[config.mk]
export PLATFORM = sky130hd
export DESIGN_NAME = uart8_tx_queue
export DESIGN_NICKNAME = d
export VERILOG_FILES = /design/src/rtl/uart_pkg.sv /design/src/rtl/uart8_tx_queue_baud_tick_gen.sv /design/src/rtl/uart8_tx_queue.sv
export SDC_FILE = /design/constraint.sdc
export NUM_CORES = 1
export LEC_CHECK = 0
export ABC_AREA = 1
export CORE_MARGIN = 3
export CORE_UTILIZATION = 64
export CTS_CLUSTER_SIZE = 28
export DETAILED_ROUTE_END_ITERATION = 10
export PLACE_DENSITY = 0.87
export SYNTH_ARGS = -nofsm -noshare
export SYNTH_HDL_FRONTEND = slang
export SYNTH_SLANG_ARGS = --single-unit
[constraint.sdc]
create_clock -name clk -period 4.9 [get_ports clk]
set_input_delay 0.98 -clock clk [delete_from_list [all_inputs] [get_ports clk]]
set_output_delay 0.98 -clock clk [all_outputs]
set_load 0.05 [all_outputs]
[src/rtl/uart_pkg.sv]
// rtl/uart_pkg.sv - shared frame FSM states, data width and bit-period helper for uart8_tx_queue
package uart_pkg;

    localparam int DATA_BITS = 8;

    typedef enum logic [2:0] {
        IDLE   = 3'd0,
        START  = 3'd1,
        DATA   = 3'd2,
        PARITY = 3'd3,
        STOP   = 3'd4
    } tx_state_e;

    // Truncating divide; clamped to one cycle so a too-high baud rate still elaborates.
    function automatic int calc_div(input int clock_rate, input int baud_rate);
        int div;
        div = clock_rate / baud_rate;
        return (div < 1) ? 1 : div;
    endfunction

endpackage

[src/rtl/uart8_tx_queue_baud_tick_gen.sv]
// rtl/uart8_tx_queue_baud_tick_gen.sv - DIV-cycle bit timer; tick marks the last cycle of each frame bit
module baud_tick_gen #(
    parameter int DIV = 1250
) (
    input  logic clk,
    input  logic rst,
    input  logic en,
    input  logic restart,
    output logic tick
);

    localparam int CNT_W = (DIV > 1) ? $clog2(DIV) : 1;
    localparam logic [CNT_W-1:0] LAST = CNT_W'(DIV - 1);

    logic [CNT_W-1:0] cnt_q;
    logic [CNT_W-1:0] cnt_d;

    always_comb begin
        cnt_d = cnt_q;
        if (restart || !en) begin
            cnt_d = '0;
        end else if (cnt_q == LAST) begin
            cnt_d = '0;
        end else begin
            cnt_d = cnt_q + CNT_W'(1);
        end
    end

    always_ff @(posedge clk or posedge rst) begin
        if (rst) begin
            cnt_q <= '0;
        end else begin
            cnt_q <= cnt_d;
        end
    end

    assign tick = en && (cnt_q == LAST);

endmodule

[src/rtl/uart8_tx_queue.sv]
// rtl/uart8_tx_queue.sv - byte-queued 8-bit UART transmitter; define UART_TX_PARITY_EN for an even-parity bit
module uart8_tx_queue #(
    parameter int CLOCK_RATE = 12000000,
    parameter int BAUD_RATE  = 9600,
    parameter int FIFO_DEPTH = 4
) (
    input  logic       clk,
    input  logic       rst,
    input  logic       txEn,
    input  logic       wrEn,
    input  logic [7:0] in,
    output logic       full,
    output logic       out,
    output logic       txBusy,
    output logic       txDone
);

    import uart_pkg::*;

    localparam int DIV   = calc_div(CLOCK_RATE, BAUD_RATE);
    localparam int PTR_W = (FIFO_DEPTH > 1) ? $clog2(FIFO_DEPTH) : 1;
    localparam int CNT_W = PTR_W + 1;
    localparam logic [2:0] LAST_BIT = 3'(DATA_BITS - 1);

    logic [7:0]       mem_q [FIFO_DEPTH];
    logic [7:0]       mem_d [FIFO_DEPTH];
    logic [PTR_W-1:0] wr_ptr_q, wr_ptr_d;
    logic [PTR_W-1:0] rd_ptr_q, rd_ptr_d;
    logic [CNT_W-1:0] count_q, count_d;

    tx_state_e        state_q, state_d;
    logic [2:0]       bit_idx_q, bit_idx_d;
    logic [7:0]       shift_q, shift_d;
    logic             out_q, out_d;
    logic             done_q, done_d;
`ifdef UART_TX_PARITY_EN
    logic             par_q, par_d;
`endif

    logic empty;
    logic push;
    logic pop;
    logic bit_tick;

    assign full  = (count_q == CNT_W'(FIFO_DEPTH));
    assign empty = (count_q == '0);
    assign push  = wrEn && !full;
    // Occupancy is sampled before this edge's write, so a byte never bypasses the queue.
    assign pop   = txEn && !empty && ((state_q == IDLE) || ((state_q == STOP) && bit_tick));

    baud_tick_gen #(
        .DIV(DIV)
    ) u_baud (
        .clk    (clk),
        .rst    (rst),
        .en     (txBusy),
        .restart(pop),
        .tick   (bit_tick)
    );

    always_comb begin
        mem_d    = mem_q;
        wr_ptr_d = wr_ptr_q;
        rd_ptr_d = rd_ptr_q;
        count_d  = count_q;
        if (push) begin
            mem_d[wr_ptr_q] = in;
            wr_ptr_d        = wr_ptr_q + PTR_W'(1);
        end
        if (pop) begin
            rd_ptr_d = rd_ptr_q + PTR_W'(1);
        end
        case ({push, pop})
            2'b10:   count_d = count_q + CNT_W'(1);
            2'b01:   count_d = count_q - CNT_W'(1);
            default: count_d = count_q;
        endcase
    end

    always_comb begin
        state_d   = state_q;
        bit_idx_d = bit_idx_q;
        shift_d   = shift_q;
`ifdef UART_TX_PARITY_EN
        par_d     = par_q;
`endif
        if (pop) begin
            state_d   = START;
            bit_idx_d = '0;
            shift_d   = mem_q[rd_ptr_q];
`ifdef UART_TX_PARITY_EN
            par_d     = ^mem_q[rd_ptr_q];
`endif
        end else if (bit_tick) begin
            case (state_q)
                START: state_d = DATA;
                DATA: begin
                    shift_d = shift_q >> 1;
                    if (bit_idx_q == LAST_BIT) begin
`ifdef UART_TX_PARITY_EN
                        state_d = PARITY;
`else
                        state_d = STOP;
`endif
                    end else begin
                        bit_idx_d = bit_idx_q + 3'd1;
                    end
                end
`ifdef UART_TX_PARITY_EN
                PARITY:  state_d = STOP;
`endif
                STOP:    state_d = IDLE;
                default: state_d = IDLE;
            endcase
        end
    end

    // The line level is chosen from the next state so that out is a plain flop.
    always_comb begin
        done_d = (state_q == STOP) && bit_tick;
        out_d  = 1'b1;
        case (state_d)
            START:   out_d = 1'b0;
            DATA:    out_d = shift_d[0];
`ifdef UART_TX_PARITY_EN
            PARITY:  out_d = par_d;
`endif
            default: out_d = 1'b1;
        endcase
    end

    always_ff @(posedge clk or posedge rst) begin
        if (rst) begin
            mem_q     <= '{default: '0};
            wr_ptr_q  <= '0;
            rd_ptr_q  <= '0;
            count_q   <= '0;
            state_q   <= IDLE;
            bit_idx_q <= '0;
            shift_q   <= '0;
            out_q     <= 1'b1;
            done_q    <= 1'b0;
`ifdef UART_TX_PARITY_EN
            par_q     <= 1'b0;
`endif
        end else begin
            mem_q     <= mem_d;
            wr_ptr_q  <= wr_ptr_d;
            rd_ptr_q  <= rd_ptr_d;
            count_q   <= count_d;
            state_q   <= state_d;
            bit_idx_q <= bit_idx_d;
            shift_q   <= shift_d;
            out_q     <= out_d;
            done_q    <= done_d;
`ifdef UART_TX_PARITY_EN
            par_q     <= par_d;
`endif
        end
    end

    assign out    = out_q;
    assign txBusy = (state_q != IDLE);
    assign txDone = done_q;

endmodule

Yosys cells after proc, flatten, opt, wreduce, memory -nomap -nowiden
Cells that the tools add are included.

word-level totals
  bits of input ports = 12
  bits in registers = 66
  word-level logic and storage cells = 76
  output and inout port bits = 4

cells by class
  $add $sub $neg = 6
  eq/ne operators = 11
  reduce and logical (&&, ||, !) cells = 19
  multiplexer cells = 21
  order comparisons = 3
  bitwise logic cells = 2

operators with widths
  cell                                                count
  2-to-1 mux 8 bit                                    6
  bitwise mux 32 bit                                  1
  2-to-1 mux 11 bit                                   2
  2-to-1 mux 3 bit                                    7
  binary-select mux 8 bit (select 2 bit)              1
  demux 8 bit (select 2 bit)                          1
  one-hot mux 3 bit (2 select lines)                  2
  adder 11 x 1 -> 11 bit, second input constant       1
  == test 11 bit, second input constant               1
  == test 3 bit, second input constant                3
  adder 3 x 1 -> 3 bit, second input constant         2
  == test 3 x 1 -> 1 bit, second input constant       2
  == test 3 x 2 -> 1 bit, second input constant       2
  >= comparator 3 bit, second input constant          2
  logical AND 1 bit                                   6
  logical NOT 3 bit                                   2
  NOT 2 -> 3 bit                                      2
  nonzero test 2 bit                                  3
  adder 2 x 1 -> 2 bit, second input constant         2
  logical NOT 1 bit                                   3
  < comparator 3 x 1 -> 1 bit, second input constant  1
  AND reduction 3 bit                                 1
  nonzero test 3 bit                                  1
  subtractor 3 x 1 -> 3 bit, second input constant    1
  other kinds (6)                                     7

Longest topological paths before layout
  depth in word-level cells = 8
  gate-level depth with buffers = 14
  mapped depth without buffers = 14

By module
From an unflattened synthesis, not the netlist that was laid out.

unflattened totals
  cell total of the unflattened synthesis = 378
  area, all modules = 3324.4 um^2

by module, submodules not included
  module          area an instance (um^2)  cells an instance  seq. area each (um^2)  times used
  uart8_tx_queue  2720.1                   302                1377.6                 1
  baud_tick_gen   604.3                    76                 275.3                  1

Worst setup path before layout
OpenSTA, ideal clock, no wires.

  path kind = input -> register
  start point = input port txEn
  end point = register count_q[2]
  arrival = 2.317 ns
  path slack = 2.452 ns
  required time = 4.769 ns
  path buffers = 0
  setup time = 0.131 ns
  cell stages on the path = 10
  cell sequence = nand2_1 > a31oi_4 > nand2_4 > clkinv_2 > ha_1 > inv_1 > fa_1 > a21oi_1 > o21ai_0 > xor2_1

on the way
  longest elaborated chain between the ends = 4
  elaborated cells on any way between the ends = 6
  classes of those cells = eq/ne (2); mux (1); reduce/logical (3)

RTL lines
  item                                                                      RTL line               text
  start: declaration                                                        uart8_tx_queue.sv:9    input logic txEn,
  logical AND 1 bit (*) (2 in a row)                                        uart8_tx_queue.sv:49   assign pop = txEn && !empty && ((state_q == IDLE) || ((state_q == STOP) && bit_tick));
  == test 2 x 1 -> 1 bit or == test 2 bit (tied branches)                   uart8_tx_queue.sv:73   case ({push, pop})
  one-hot mux 3 bit (2 select lines) or nonzero test 2 bit (tied branches)  --
  end signal: assignment                                                    uart8_tx_queue.sv:150  count_q <= count_d;
  end: declaration                                                          uart8_tx_queue.sv:29   logic [CNT_W-1:0] count_q, count_d;

Mark *: on every way between the ends. The rest lies on a longest branch, timed or not.
A chain may end at the register's enable or synchronous reset.

Worst setup path after layout
  start point = register state_q[0]
  end point = output port txBusy

on the way
  longest elaborated chain between the ends = 1

RTL lines
  item                      RTL line               text
  start: declaration        uart8_tx_queue.sv:31   tx_state_e state_q, state_d;
  start signal: assignment  uart8_tx_queue.sv:151  state_q <= state_d;
  nonzero test 3 bit        uart8_tx_queue.sv:163  assign txBusy = (state_q != IDLE);
  end: declaration          uart8_tx_queue.sv:14   output logic txBusy,

Every way passes these cells.

==> summary.md <==
| Metric | Value |
|---|---|
| Run status | `completed` |
| Die X | `77.78 um` |
| Post_cts resized | `0` |
| HP Class | `reg -> reg` |
| Nets | `409` |
| Final instance area | `0.003651 mm2` |
| Final estimated routing congestion in global placement | `0.8262` |
| Min setup slack post-route | `1.926 ns` |
| Area after DPL | `0.003448 mm2` |
| Critical path arrival | `1.99 ns` |
| Fmax achieved | `336.3 MHz` |
| Post-route DRC | `0` |
| Total gr overflow | `0` |
| Post-synth top cells | `nand2_1, dfrtp_1, o21ai_0, nor2_1, inv_1` |
| Worst-Margin Slew | `0.7523 ns` |
| I/O Buffers | `15` |
| Rel. slew slack | `0.4978` |
| Dpl ws | `1.725 ns` |
| Vias | `2619` |
| CTS tree | `built` |
| Max Fanout on Critical Path | `6` |
| Root Driver | `clkbuf_8` |
| Clock latency on the worst-skew pair | `0.35 ns` |
| Fraction of layout cells with a size suffix above 1 | `0.1276` |
| Synth top area share | `0.4934` |
| Final Total Pwr | `1.569 mW` |
| Core area | `0.004848 mm2` |
| Die H | `77.78 um` |
| Max Slew Vio Count | `0` |
| DRT Pass-1 Iters | `4` |
| Min Clock Period, post-route | `2.974 ns` |
| Clock sinks | `66` |
| Layout overhead on the synthesized area | `10.74%` |
| Final period util | `0.6069` |
| VDD IR-drop max | `463.8 uV` |
| Post-cts hold buffer count | `0` |
| GRT Overall Usage | `0.2546` |
| Antenna cells | `0` |
| DR iter-0 viols | `186` |
| Leak pwr | `1.768 nW` |
| Number of max-cap violations | `0` |
| Synth area leaders | `dfrtp_1, nand2_1, o21ai_0, nor2_1, inv_1` |
| Cell taking the most area after synthesis | `dfrtp_1` |
| Critical path data required time | `3.92 ns` |
| Fin Clk Skew | `0.007759 ns` |
| First-pass GRT wire length | `11990 um` |
| Maximum root-to-sink buffer count | `2` |
| Vias/cell | `5.706` |
| Largest net degree at the start of global routing | `37` |
| Placed Cells incl. Taps | `443` |
| Pwr dens | `429.8 mW/mm2` |
| Initial cell density of the core | `0.6800` |
| FF+latch count, synth | `66` |
| I/O pin cnt | `16` |
| Synth Flop Type | `dfrtp_1` |
| Post-synth cell types | `35` |
| Unrepaired setup endpoints after global routing | `false` |
| Routed Antenna Nets | `0` |
| Crit path capture type | `output port` |
| Most common cell in the netlist | `nand2_1` |
| Hold Vio Cnt, Final | `0` |
| R2R setup slack | `2.29 ns` |
| DIE AREA | `0.006049 mm2` |
| Number of synthesized flops with an enable pin | `0` |
| Synthesized cell area | `0.003297 mm2` |
| Syn avg cell area | `8.911 um2` |
| Post-synthesis sequential area ratio | `0.5013` |
| Detailed placement HPWL | `4594 um` |
| Number of cell rows | `25` |
| TritonCTS Buffers | `9` |
| Drt wl/cell | `14.93 um` |
| Setup Buffers After CTS | `0` |
| Final setup vio count | `0` |
| Yosys warning count | `0` |
| Setup TNS | `0 ns` |
| Final WL | `6852 um` |
| CTS clock-pin slew for the worst setup and hold paths | `0.07 ns` |
| Async SR Flop Fraction | `1.000` |
| Worst setup SP type | `register` |
| Crit path kind | `reg -> out` |
| Post-synth net total | `392` |
| Initial antenna violation count | `0` |
| Vias in the first global route | `2546` |
| H-tree lvl count | `3` |
| Final non-filler cell total | `459` |
| Post-Syn Instances | `370` |
[cells by family (layout without fill, tap and decap cells)]
| group | after synthesis | count (layout) | synth area share |
|---|---|---|---|
| compound gates | 75 | 75 | 0.1279 |
| simple gates | 162 | 162 | 0.2342 |
| buf+inv | 47 | 69 | 0.06983 |
| fa+ha+maj | 10 | 10 | 0.04023 |
| flops | 66 | 66 | 0.5013 |
| xor+xnor | 10 | 10 | 0.02657 |
[state kept, by name, summed over array words and instances (netlist names)]
name,count
u_baud.cnt_q,11
shift_q,8
count_q,3
out,1
bit_idx_q,3
wr_ptr_q,2
txDone,1
mem_q,32
rd_ptr_q,2
state_q,3
[routing by layer]
metal / share of wire / GRT usage / vias up
met5: 0 / 0 / -
met4: 0.017 / 0.08363 / 0
met3: 0.064 / 0.07309 / 16
met2: 0.49 / 0.4170 / 90
met1: 0.43 / 0.3253 / 1265
li1: - / - / 1248
[power by group]
part	switching, mW	internal (mW)	total, mW
clock	0.221	0.250	0.470
sequential	0.0836	0.687	0.771
combinational	0.209	0.119	0.328
[through the flow]
step	hold slack [ns]	utilization
floorplan	0.4392	-
global placement	0.4559	0.7112
detailed placement	0.4691	0.7112
CTS	0.4878	0.7530
global route	0.5095	0.7530
finish	0.4901	0.7530
[worst max-delay path, stage by stage (launching register included)]
cell and delay [ns]:
dfrtp_1 0.46, nor2_1 0.11, nand2_1 0.22, clkdlybuf4s50_1 0.85
[layout by cell type (no fill, tap or decap), drive strengths merged]
cell type / n
dfstp: 1
dfrtp: 65
inv: 37
xor2: 7
nor3: 5
o21ai: 56
clkinvlp: 1
clkbuf: 10
bufinv: 1
clkinv: 4
nand3: 16
fa: 1
o22ai: 8
xnor2: 3
nor2: 51
ha: 9
o211ai: 3
nor4: 1
nor3b: 1
a31oi: 5
a21oi: 2
clkdlybuf4s50: 15
nand2: 83
buf: 1
nand4: 5
a211oi: 1
[layout make-up]
class / instances / area, um2
Clock buffer: 10 / 137.6
Fill cell: 333 / 1197
Multi-Input combinational cell: 257 / 1414
Inverter: 37 / 140.1
Tap cell: 67 / 83.83
Timing Repair Buffer: 16 / 157.7
Clock inverter: 6 / 65.06
Sequential cell: 66 / 1653
[worst paths after layout]
path                                           startpoint                      to  cells past startpoint
worst min-delay path                mem_q[12]$_DFFE_PP0P_   mem_q[12]$_DFFE_PP0P_                      2
max in group asynchronous                             rst           out$_DFF_PP1_                      3
worst max-delay path                 state_q[0]$_DFF_PP0_                  txBusy                      3
worst min register to register      mem_q[12]$_DFFE_PP0P_   mem_q[12]$_DFFE_PP0P_                      2
worst max register to register  u_baud.cnt_q[1]$_DFF_PP0_  count_q[2]$_DFFE_PP0P_                     14
min in group asynchronous                             rst   mem_q[27]$_DFFE_PP0P_                      2
Note: power is estimated with default switching activity, not from simulation.
